<file path="src/rtl/riscv_reg_pkg.sv">
// Shared types and sizes for the integer register-file write-back path.
// Used by reg_wb_sched (optional forwarding build: REG_WB_BYPASS_EN).
package riscv_reg_pkg;

  localparam int XLEN       = 32;
  localparam int REG_ADDR_W = 5;
  localparam int NUM_REGS   = 32;
  localparam int PEND_W     = 2;

  localparam logic [REG_ADDR_W-1:0] REG_X0   = 5'd0;
  localparam logic [PEND_W-1:0]     PEND_MAX = '1;

  typedef struct packed {
    logic                  valid;
    logic [REG_ADDR_W-1:0] rd;
    logic [XLEN-1:0]       data;
  } wb_req;

  // Simultaneous issue and commit cancel; commit never underflows.
  function automatic logic [PEND_W-1:0] pend_next(input logic [PEND_W-1:0] cnt,
                                                  input logic inc, input logic dec);
    logic [PEND_W-1:0] nxt;
    nxt = cnt;
    if (inc && !dec)
      nxt = cnt + 1'b1;
    else if (dec && !inc && cnt != '0)
      nxt = cnt - 1'b1;
    return nxt;
  endfunction

endpackage

</file>
<file path="src/rtl/reg_wb_sched_if.sv">
// Write-back request bundle from EX (req0) and MEM (req1) into reg_wb_sched.
// Requesters drive through master, the scheduler consumes through slave.
interface reg_wb_sched_if;
  import riscv_reg_pkg::*;

  logic                  req0_valid;
  logic [REG_ADDR_W-1:0] req0_rd;
  logic [XLEN-1:0]       req0_data;
  logic                  req0_ready;

  logic                  req1_valid;
  logic [REG_ADDR_W-1:0] req1_rd;
  logic [XLEN-1:0]       req1_data;
  logic                  req1_ready;

  modport master (
    output req0_valid, req0_rd, req0_data,
    output req1_valid, req1_rd, req1_data,
    input  req0_ready, req1_ready
  );

  modport slave (
    input  req0_valid, req0_rd, req0_data,
    input  req1_valid, req1_rd, req1_data,
    output req0_ready, req1_ready
  );

endinterface

</file>
<file path="src/rtl/reg_wb_rr_arb.sv">
// Two-way round-robin arbiter for the single register-file write port.
// rr_q names the requester that wins a tie; it flips after every grant.
module reg_wb_rr_arb (
  input  logic       clk,
  input  logic       rst_n,
  input  logic [1:0] valid,
  output logic [1:0] grant
);

  logic rr_q, rr_d;

  always_comb begin
    grant = 2'b00;
    if (rst_n) begin
      if (valid[0] && (!valid[1] || !rr_q))
        grant[0] = 1'b1;
      else if (valid[1])
        grant[1] = 1'b1;
    end
  end

  always_comb begin
    rr_d = rr_q;
    if (grant[0])
      rr_d = 1'b1;
    else if (grant[1])
      rr_d = 1'b0;
  end

  always_ff @(posedge clk or negedge rst_n) begin
    if (!rst_n)
      rr_q <= 1'b0;
    else
      rr_q <= rr_d;
  end

endmodule

</file>
<file path="src/rtl/reg_wb_sched.sv">
// Register-file write-back scheduler: round-robin write-port sharing plus a
// pending-write scoreboard for RAW stalls. REG_WB_BYPASS_EN adds forwarding.
module reg_wb_sched
  import riscv_reg_pkg::*;
(
  input  logic                  clk,
  input  logic                  rst_n,
  input  logic                  issue_valid,
  input  logic [REG_ADDR_W-1:0] issue_rd,
  output logic                  issue_ready,
  input  logic [REG_ADDR_W-1:0] rs1_addr,
  input  logic [REG_ADDR_W-1:0] rs2_addr,
  output logic                  rs1_busy,
  output logic                  rs2_busy,
  reg_wb_sched_if.slave         wb,
  output logic [REG_ADDR_W-1:0] wr_addr,
  output logic [XLEN-1:0]       wr_data
`ifdef REG_WB_BYPASS_EN
  ,
  output logic                  rs1_fwd,
  output logic                  rs2_fwd,
  output logic [XLEN-1:0]       rs1_fwd_data,
  output logic [XLEN-1:0]       rs2_fwd_data
`endif
);

  wb_req                         req [2];
  logic [1:0]                    grant;
  logic [REG_ADDR_W-1:0]         wr_addr_q, wr_addr_d;
  logic [XLEN-1:0]               wr_data_q, wr_data_d;
  logic [REG_ADDR_W-1:0]         dec_rd;
  logic                          issue_fire;
  logic [NUM_REGS-1:0][PEND_W-1:0] cnt_q, cnt_d;

  always_comb begin
    req[0] = '{valid: wb.req0_valid, rd: wb.req0_rd, data: wb.req0_data};
    req[1] = '{valid: wb.req1_valid, rd: wb.req1_rd, data: wb.req1_data};
  end

  reg_wb_rr_arb u_arb (
    .clk   (clk),
    .rst_n (rst_n),
    .valid ({req[1].valid, req[0].valid}),
    .grant (grant)
  );

  assign wb.req0_ready = grant[0];
  assign wb.req1_ready = grant[1];

  // No grant loads x0/0 so the always-writing register file sees a no-op.
  always_comb begin
    wr_addr_d = REG_X0;
    wr_data_d = '0;
    if (grant[0]) begin
      wr_addr_d = req[0].rd;
      wr_data_d = req[0].data;
    end else if (grant[1]) begin
      wr_addr_d = req[1].rd;
      wr_data_d = req[1].data;
    end
  end

  always_ff @(posedge clk or negedge rst_n) begin
    if (!rst_n) begin
      wr_addr_q <= REG_X0;
      wr_data_q <= '0;
    end else begin
      wr_addr_q <= wr_addr_d;
      wr_data_q <= wr_data_d;
    end
  end

  assign wr_addr = wr_addr_q;
  assign wr_data = wr_data_q;

  // Commit point: with forwarding the grant cycle retires the write,
  // otherwise the cycle the write port actually carries it.
`ifdef REG_WB_BYPASS_EN
  assign dec_rd = wr_addr_d;
`else
  assign dec_rd = wr_addr_q;
`endif

  assign issue_ready = rst_n && ((issue_rd == REG_X0) ||
                                 (cnt_q[issue_rd] != PEND_MAX) ||
                                 (dec_rd == issue_rd));
  assign issue_fire  = issue_valid && issue_ready && (issue_rd != REG_X0);

  // dec_rd/issue_rd of x0 never hit, so cnt_q[0] holds its reset value.
  for (genvar g = 0; g < NUM_REGS; g++) begin : g_pend
    logic inc, dec;

    always_comb begin
      inc      = issue_fire && (issue_rd == REG_ADDR_W'(g));
      dec      = (dec_rd != REG_X0) && (dec_rd == REG_ADDR_W'(g));
      cnt_d[g] = pend_next(cnt_q[g], inc, dec);
    end

    always_ff @(posedge clk or negedge rst_n) begin
      if (!rst_n)
        cnt_q[g] <= '0;
      else
        cnt_q[g] <= cnt_d[g];
    end
  end

  assign rs1_busy = (rs1_addr != REG_X0) && (cnt_q[rs1_addr] != '0);
  assign rs2_busy = (rs2_addr != REG_X0) && (cnt_q[rs2_addr] != '0);

`ifdef REG_WB_BYPASS_EN
  assign rs1_fwd      = (wr_addr_q != REG_X0) && (rs1_addr == wr_addr_q);
  assign rs2_fwd      = (wr_addr_q != REG_X0) && (rs2_addr == wr_addr_q);
  assign rs1_fwd_data = wr_data_q;
  assign rs2_fwd_data = wr_data_q;
`endif

endmodule

</file>
<file path="src/flat_wrapper.sv">
// flat-port wrapper written by rule: the top's interface ports become plain ports
module reg_wb_sched_flat import riscv_reg_pkg::*;
  (clk, rst_n, issue_valid, issue_rd, issue_ready, rs1_addr, rs2_addr, rs1_busy, rs2_busy, wr_addr, wr_data, wb_req0_valid, wb_req0_rd, wb_req0_data, wb_req1_valid, wb_req1_rd, wb_req1_data, wb_req0_ready, wb_req1_ready);
  reg_wb_sched_if wb_i ();
  input  logic clk;
  input  logic rst_n;
  input  logic issue_valid;
  input  logic [REG_ADDR_W-1:0] issue_rd;
  output logic issue_ready;
  input  logic [REG_ADDR_W-1:0] rs1_addr;
  input  logic [REG_ADDR_W-1:0] rs2_addr;
  output logic rs1_busy;
  output logic rs2_busy;
  output logic [REG_ADDR_W-1:0] wr_addr;
  output logic [XLEN-1:0] wr_data;
  input wire logic [$bits(wb_i.req0_valid)-1:0] wb_req0_valid;
  input wire logic [$bits(wb_i.req0_rd)-1:0] wb_req0_rd;
  input wire logic [$bits(wb_i.req0_data)-1:0] wb_req0_data;
  input wire logic [$bits(wb_i.req1_valid)-1:0] wb_req1_valid;
  input wire logic [$bits(wb_i.req1_rd)-1:0] wb_req1_rd;
  input wire logic [$bits(wb_i.req1_data)-1:0] wb_req1_data;
  output wire logic [$bits(wb_i.req0_ready)-1:0] wb_req0_ready;
  output wire logic [$bits(wb_i.req1_ready)-1:0] wb_req1_ready;
  assign wb_i.req0_valid = wb_req0_valid;
  assign wb_i.req0_rd = wb_req0_rd;
  assign wb_i.req0_data = wb_req0_data;
  assign wb_i.req1_valid = wb_req1_valid;
  assign wb_i.req1_rd = wb_req1_rd;
  assign wb_i.req1_data = wb_req1_data;
  assign wb_req0_ready = wb_i.req0_ready;
  assign wb_req1_ready = wb_i.req1_ready;
  reg_wb_sched u_core (.clk(clk), .rst_n(rst_n), .issue_valid(issue_valid), .issue_rd(issue_rd), .issue_ready(issue_ready), .rs1_addr(rs1_addr), .rs2_addr(rs2_addr), .rs1_busy(rs1_busy), .rs2_busy(rs2_busy), .wb(wb_i), .wr_addr(wr_addr), .wr_data(wr_data));
endmodule
</file>
<file path="config.mk">
export PLATFORM = sky130hd
export DESIGN_NAME = reg_wb_sched_flat
export DESIGN_NICKNAME = d
export VERILOG_FILES = /design/src/rtl/riscv_reg_pkg.sv /design/src/rtl/reg_wb_sched_if.sv /design/src/rtl/reg_wb_rr_arb.sv /design/src/rtl/reg_wb_sched.sv /design/src/flat_wrapper.sv
export SDC_FILE = /design/constraint.sdc
export NUM_CORES = 1
export LEC_CHECK = 0
export BUFFER_PORTS_ARGS = -buffer_cell sky130_fd_sc_hd__buf_4
export CAP_MARGIN = 30
export CORE_MARGIN = 5
export CORE_UTILIZATION = 61
export CTS_BUF_LIST = sky130_fd_sc_hd__clkbuf_16
export CTS_CLUSTER_DIAMETER = 30
export DETAILED_ROUTE_END_ITERATION = 16
export PLACE_DENSITY = 0.95
export SLEW_MARGIN = 10
export SYNTH_ARGS = -nofsm -noshare
export SYNTH_HDL_FRONTEND = slang
export SYNTH_HIERARCHICAL = 1
export SYNTH_SLANG_ARGS = --single-unit
</file>
<file path="constraint.sdc">
create_clock -name clk -period 4.1 [get_ports clk]
set_input_delay 0.615 -clock clk [delete_from_list [all_inputs] [get_ports clk]]
set_output_delay 0.615 -clock clk [all_outputs]
set_load 0.01 [all_outputs]
</file>
==> results of run 1 <==
-- synth_stat cells, types with 8 or more instances --
cell | n | share of area
sky130_fd_sc_hd__dfrtp_1 | 102 | 0.38
sky130_fd_sc_hd__nor2_1 | 91 | 0.050
sky130_fd_sc_hd__nand2_1 | 44 | 0.024
sky130_fd_sc_hd__nor3_1 | 39 | 0.029
sky130_fd_sc_hd__a22o_1 | 38 | 0.049
sky130_fd_sc_hd__a21oi_1 | 35 | 0.026
sky130_fd_sc_hd__o21ai_0 | 25 | 0.018
sky130_fd_sc_hd__xnor2_1 | 25 | 0.032
sky130_fd_sc_hd__clkbuf_1 | 22 | 0.012
sky130_fd_sc_hd__nand3_1 | 16 | 0.012
sky130_fd_sc_hd__a21boi_0 | 15 | 0.017
sky130_fd_sc_hd__o22a_1 | 15 | 0.019
sky130_fd_sc_hd__a22oi_1 | 14 | 0.015
sky130_fd_sc_hd__and3_1 | 14 | 0.013
sky130_fd_sc_hd__mux4_1 | 13 | 0.050
sky130_fd_sc_hd__mux4_2 | 13 | 0.043
sky130_fd_sc_hd__a2bb2oi_1 | 12 | 0.015
sky130_fd_sc_hd__nor2b_1 | 12 | 0.011
sky130_fd_sc_hd__o21bai_1 | 12 | 0.013
sky130_fd_sc_hd__or2_2 | 12 | 0.011
sky130_fd_sc_hd__a211o_1 | 10 | 0.013
sky130_fd_sc_hd__and2_1 | 10 | 0.0092
sky130_fd_sc_hd__a221o_1 | 9 | 0.013
sky130_fd_sc_hd__nand2b_1 | 9 | 0.0083
sky130_fd_sc_hd__o21ai_1 | 9 | 0.0066
sky130_fd_sc_hd__a211oi_1 | 8 | 0.0088
sky130_fd_sc_hd__o22ai_1 | 8 | 0.0074
-- worst max-delay path, stage by stage --
cell and delay [ps]:
sky130_fd_sc_hd__buf_4 300, sky130_fd_sc_hd__mux4_1 610, sky130_fd_sc_hd__a22oi_1 200, sky130_fd_sc_hd__nand2_1 110
sky130_fd_sc_hd__nand2_4 200, sky130_fd_sc_hd__mux2_2 200, sky130_fd_sc_hd__o21a_1 120, sky130_fd_sc_hd__buf_4 120
-- area by class of cell --
cell class,instances,area (um2)
Multi-Input combinational cell,564,3990
Fill cell,730,2770
Sequential cell,102,2550
Timing Repair Buffer,144,1080
Clock buffer,9,225
Tap cell,140,175
Clock inverter,6,76.3
Inverter,7,26.3
-- sequential cells by signal, summed over array words and instances (netlist names) --
register / cells
u_core/wr_addr: 5
u_core/u_arb/rr_q: 1
u_core/cnt_q: 64
u_core/wr_data: 32
-- cell families (layout without fill, tap and decap cells) --
logic type | after synthesis | count (layout) | synth area share
AO/OA/AOI/OAI | 229 | 229 | 0.248
AND/OR/NAND/NOR | 282 | 282 | 0.208
flip-flops | 102 | 102 | 0.375
buffers and inverters | 52 | 166 | 0.0404
XOR/XNOR | 25 | 25 | 0.0322
multiplexers | 28 | 28 | 0.0963
-- stage by stage --
stage / hold slack, ps / util / total power (W) / std cells
6_report: 108 / 0.746 / 0.00311 / 972
5_1_grt: 105 / 0.746 / 0.00325 / 972
4_1_cts: 105 / 0.746 / 0.00310 / 972
3_5_place_dp: 361 / 0.718 / 0.00221 / 957
3_3_place_gp: 360 / 0.718 / 0.00214 / 957
2_1_floorplan: 319 / - / 0.00188 / 718
-- power groups by stage --
stage	combinational [W]	clock [W]	sequential (W)
floorplan	0.000569	0	0.00131
global placement	0.000786	0	0.00136
detailed placement	0.000833	0	0.00138
CTS	0.000841	0.000899	0.00136
global route	0.000916	0.000943	0.00139
finish	0.000852	0.000885	0.00138
-- final timing paths --
kind | depth (start not counted) | endpoint | slack [ps]
max in group asynchronous | 2 | u_core/cnt_q[10]$_DFFE_PN0P_ | 2920
min in group clk | 0 | u_core/cnt_q[1]$_DFFE_PN0P_ | 380
max | 8 | issue_ready | 1000
max reg2reg | 8 | u_core/cnt_q[11]$_DFFE_PN0P_ | 1350
min reg2reg | 0 | u_core/cnt_q[1]$_DFFE_PN0P_ | 380
min | 1 | u_core/cnt_q[36]$_DFFE_PN0P_ | 110
-- routing by layer --
layer / share of wire / vias up / global-route usage / routed length, um
met1: 0.36 / 3157 / 0.388 / 7610
met4: 0.041 / 0 / 0.150 / 871
li1: - / 2920 / - / -
met5: 0 / - / 0 / 0
met2: 0.49 / 470 / 0.549 / 10400
met3: 0.11 / 73 / 0.0736 / 2260
==> results by group, run 1 <==
Run status
  – Result of the run: completed

Global routing
  – Wire length of the first global-routing pass: 33300 um
  – Antenna violations before repair: 0
  – Remaining Overflow, GRT: 0
  – Pin count of the biggest net entering global routing: 70
  – Global router's overall resource usage: 0.322
  – Vias in the first global route: 6584

Layout
  – Commonest cells after routing, fill and taps aside: sky130_fd_sc_hd__buf_4, sky130_fd_sc_hd__dfrtp_1, sky130_fd_sc_hd__nor2_1
  – Antenna Cells: 0
  – Signed area change from the synthesized netlist to the final layout: 19.3%
  – Share of post-route cells with drive strength above 1: 0.244
  – Commonest non-fill, non-tap cell in the layout: sky130_fd_sc_hd__buf_4
  – Number of nets at the end of the flow: 922
  – Final standard cell area without fillers: 0.00812 mm2

STA
  – Setup TNS after final layout: 0 ps
  – Worst slew margin relative to its limit: 0.447
  – Final cycle utilization of the critical path: 0.756
  – Maximum frequency from static timing analysis: 0.322 GHz
  – Count of endpoints failing setup in the final report: 0
  – Setup clock skew after layout: 7.46 ps
  – Shortest clock period the worst path allows after layout: 3100 ps
  – Transition time at the pin with the least slew margin: 830 ps
  – Unrepaired setup endpoints after global routing: false
  – Worst setup margin: 999 ps
  – Fin. Hold Viols: 0
  – Final Slew Violations: 0

Placement
  – Global placement routability congestion: 1.02
  – Buffers on Ports: 135
  – Dpl hpwl: 15700 um
  – Pre-CTS setup slack: 1000 ps
  – Post-detailed-placement cell area: 0.00782 mm2

Yosys
  – Flop and latch count out of synthesis: 102
  – Warnings, synthesis: 6
  – Leading register cell type out of synthesis: sky130_fd_sc_hd__dfrtp_1
  – FFs w/ async S/R, synth: 1.00
  – Yosys cell types: 62
  – Average instance area after synthesis: 9.48 um2
  – Cells after synthesis: 718
  – EDFF count, synth: 0
  – Combined area of all synthesized cells: 0.00681 mm2
  – Sequential share of the synthesized area: 0.375
  – Post-synthesis net count: 812

Clocking
  – Number of cells upsized or downsized after cts: 0
  – Clk Tree Root Cell: sky130_fd_sc_hd__clkbuf_16
  – Clock input transition at the sequential cells of the worst setup and hold paths: 70 ps
  – Hold buffer count at cts: 0
  – Number of H-tree levels: 3
  – Count of clock tree sinks: 102
  – Setup Fix Bufs, Post-CTS: 0
  – Clock tree from TritonCTS: done
  – Skew-Pair Late Insertion Delay: 350 ps
  – CTS buffer count: 9
  – Buffer levels on the longest clock path: 2

Power and ir drop
  – LEAKAGE: 3.75 nW
  – Worst IR Drop VDD: 0.000368 V
  – Combinational Power Share: 0.274
  – Reg power frac: 0.442
  – Design internal power: 0.00208 W
  – Power density normalized to cell area: 383 mW/mm2
  – Switch Pwr: 0.00104 W
  – Power share of the clock group: 0.284
  – Switching power share of the total: 0.333

Routing
  – Via count normalized by instance count: 6.81
  – Via count: 6620
  – Post-DR wirelength/cell: 21.8 um
  – Wire length after detailed routing: 21200 um
  – Antenna Violating Nets Remaining: 0
  – DRT iter0 DRCs: 905
  – Number of detailed-route iterations in the first pass: 6
  – DRC violation count after routing: 0

Setup path
  – CP startpoint: issue_rd[0]
  – WP data required: 3480 ps
  – Nature of the critical path endpoint: output pin
  – Arr. time, crit path: 2490 ps
  – Crit start category: input port
  – Origin of the critical flop-to-flop path: u_core/wr_addr[3]$_DFF_PN0_
  – Worst-path fanout max: 25
  – Setup Crit Path Kind: in2out

Floorplanning
  – Die area: 0.0134 mm2
  – Initial standard-cell utilization of the core: 0.625
  – Core Footprint: 0.0109 mm2
  – Top-Level Pins: 136
  – Vertical die dimension: 116 um
  – Chip Width: 116 um
  – Total number of placement rows: 38

Job
  – Max-Cap Viols: 0

Min path
  – Type of the most critical hold path: in2async
Power figures use the tool's default switching activity.
==> run 2, diff against run 1 <==
Settings changed: CORE_UTILIZATION 61 to 51, PLACE_DENSITY 0.95 to 0.9.
Clock period 4.1 ns to 2.7 ns, I/O delays scaled along.
==> results by group, run 2 (synthesized netlist as in run 1, its figures left out) <==
Run status
  – Result of the run: completed (unchanged)

Routing
  – Antenna Violating Nets Remaining: 0 (unchanged)
  – Number of detailed-route iterations in the first pass: 6 (unchanged)
  – DRC violation count after routing: 0 (unchanged)
  – Wire length after detailed routing: 20600 um (was 21200 um)
  – Via count normalized by instance count: 6.41 (was 6.81)
  – Via count: 6657 (was 6620)
  – Post-DR wirelength/cell: 19.8 um (was 21.8 um)
  – DRT iter0 DRCs: 865 (was 905)

Setup path
  – Critical path's largest stage delay: 470 ps (was 610 ps)
  – Nature of the critical path endpoint: output pin (unchanged)
  – Arr. time, crit path: 2250 ps (was 2490 ps)
  – CP max-delay cell: sky130_fd_sc_hd__mux4_2 (was sky130_fd_sc_hd__mux4_1)
  – Worst-path fanout max: 6 (was 25)
  – Crit start category: flip-flop (was input port)
  – Logic depth of the worst register-to-register path: 9 (was 8)
  – Setup Crit Path Kind: reg2out (was in2out)
  – Most frequent CP cell: sky130_fd_sc_hd__buf_6 (was sky130_fd_sc_hd__buf_4)
  – WP data required: 2300 ps (was 3480 ps)
  – Critical-path cell list: mux4_2 > a22o_1 > o21ai_2 > buf_6 > mux2_4 > o21a_1 > buf_6 (was buf_4 > mux4_1 > a22oi_1 > nand2_1 > nand2_4 > mux2_2 > o21a_1 > buf_4)

STA
  – Transition time at the pin with the least slew margin: 743 ps (was 830 ps)
  – Fin. Hold Viols: 0 (unchanged)
  – Setup clock skew after layout: 12.3 ps (was 7.46 ps)
  – Worst slew margin relative to its limit: 0.505 (was 0.447)
  – Shortest clock period the worst path allows after layout: 2660 ps
  – Final cycle utilization of the critical path: 0.985
  – Count of endpoints failing setup in the final report: 0 (unchanged)
  – Setup TNS after final layout: 0 ps (unchanged)
  – Maximum frequency from static timing analysis: 0.376 GHz
  – Unrepaired setup endpoints after global routing: true (was false)
  – Final Slew Violations: 0 (unchanged)

Job
  – Max-Cap Viols: 0 (unchanged)

Layout
  – Share of post-route cells with drive strength above 1: 0.289 (was 0.244)
  – Largest register by flop count: u_core/cnt_q (unchanged)
  – Commonest cells after routing, fill and taps aside: sky130_fd_sc_hd__buf_4, sky130_fd_sc_hd__dfrtp_1, sky130_fd_sc_hd__nor2_1 (unchanged)
  – Number of nets at the end of the flow: 952 (was 922)
  – Antenna Cells: 0 (unchanged)
  – Layout Utilization: 0.642 (was 0.746)
  – Flip-flop count of the largest register after layout: 64 (unchanged)
  – Non-filler instance count after layout: 1039 (was 972)
  – Signed area change from the synthesized netlist to the final layout: 24.3% (was 19.3%)
  – Final standard cell area without fillers: 0.00846 mm2 (was 0.00812 mm2)
  – Commonest non-fill, non-tap cell in the layout: sky130_fd_sc_hd__buf_4 (unchanged)

Placement
  – Global placement routability congestion: 0.976 (was 1.02)
  – Post-detailed-placement cell area: 0.00805 mm2 (was 0.00782 mm2)
  – Buffers on Ports: 135 (unchanged)
  – Dpl hpwl: 15200 um (was 15700 um)
  – Cell Count Post-Placement: 1015 (was 957)

Global routing
  – Remaining Overflow, GRT: 0 (unchanged)
  – Global router's overall resource usage: 0.262 (was 0.322)
  – Vias in the first global route: 6418 (was 6584)
  – Pin count of the biggest net entering global routing: 61 (was 70)
  – Antenna violations before repair: 0 (unchanged)
  – Wire length of the first global-routing pass: 33200 um (was 33300 um)

Clocking
  – Clock tree from TritonCTS: done (unchanged)
  – Number of H-tree levels: 3 (unchanged)
  – CTS buffer count: 9 (unchanged)
  – Buffer levels on the longest clock path: 2 (unchanged)
  – Clock input transition at the sequential cells of the worst setup and hold paths: 80 ps (was 70 ps)
  – Count of clock tree sinks: 102 (unchanged)
  – Skew-Pair Late Insertion Delay: 360 ps (was 350 ps)
  – Clk Tree Root Cell: sky130_fd_sc_hd__clkbuf_16 (unchanged)
  – Hold buffer count at cts: 0 (unchanged)

Power and ir drop
  – LEAKAGE: 3.89 nW (was 3.75 nW)
  – Worst IR Drop VDD: 0.000370 V (was 0.000368 V)
  – Power density normalized to cell area: 567 mW/mm2 (was 383 mW/mm2)
  – PnR Total Power: 0.00480 W (was 0.00311 W)

Floorplanning
  – Die area: 0.0158 mm2 (was 0.0134 mm2)
  – Core Footprint: 0.0132 mm2 (was 0.0109 mm2)
  – Total number of placement rows: 42 (was 38)
  – Top-Level Pins: 136 (unchanged)
  – Initial standard-cell utilization of the core: 0.516 (was 0.625)
  – Vertical die dimension: 126 um (was 116 um)
  – Chip Width: 126 um (was 116 um)

Min path
  – Type of the most critical hold path: in2async (unchanged)
## run 2: cell types whose count changed in the layout (fill, tap and decap cells not counted), moves of 3 or more
cell,before,now
sky130_fd_sc_hd__dfrtp_1,102,91
sky130_fd_sc_hd__buf_4,144,167
sky130_fd_sc_hd__dfrtp_2,0,11
sky130_fd_sc_hd__buf_6,0,6
sky130_fd_sc_hd__inv_6,4,1
## run 2: layer usage
metal | wire [um] | track usage | up-vias
met5 | 0 | 0 | -
met4 | 626 | 0.0931 | 0
met3 | 2590 | 0.0832 | 76
met2 | 9790 | 0.421 | 497
met1 | 7580 | 0.335 | 3105
li1 | - | - | 2979
## run 2: path summary, 6_finish.rpt
kind	start	endpoint	slack [ps]
min in group clk	wb_req1_data[3]	u_core/wr_data[3]$_DFF_PN0_	250
setup reg to reg	u_core/cnt_q[62]$_DFFE_PN0P_	u_core/cnt_q[48]$_DFFE_PN0P_	70
setup / recovery	u_core/cnt_q[62]$_DFFE_PN0P_	issue_ready	40
hold reg to reg	u_core/cnt_q[0]$_DFFE_PN0P_	u_core/cnt_q[0]$_DFFE_PN0P_	380
max in group asynchronous	rst_n	u_core/cnt_q[11]$_DFFE_PN0P_	1890
hold / removal	rst_n	u_core/cnt_q[62]$_DFFE_PN0P_	130
## run 2: cell type report
type	count	area [um2]
fillers	1024	4730
multi-input cells	564	4010
flip-flops and latches	102	2570
repair buffers	174	1340
clock buffers	9	225
well taps	176	220
clock inverters	7	75.1
inverters	7	26.3
## run 2: through the flow
step	hold slack, ps	worst slack, ps
floorplan	109	271
global route	135	-15.8
CTS	117	8.92
detailed placement	362	56.1
global placement	359	-45.6
finish	127	40.5
## run 2: critical path: cells and delay by family, from the launching register on
kind	cells	cell delay (ps)
mux	2	600
buf+inv	2	240
compound gates	3	580
flops	1	460
## run 2: where the power goes
group | switching, W | internal (W)
registers | 0.000319 | 0.00175
clock network | 0.000673 | 0.000659
logic | 0.000654 | 0.000742
## run 2: timing repair
item,4_1_cts,5_1_grt
gates resized for setup,6,17
setup endpoints to repair,2,3
buffers inserted,1,7
pin swaps,0,5
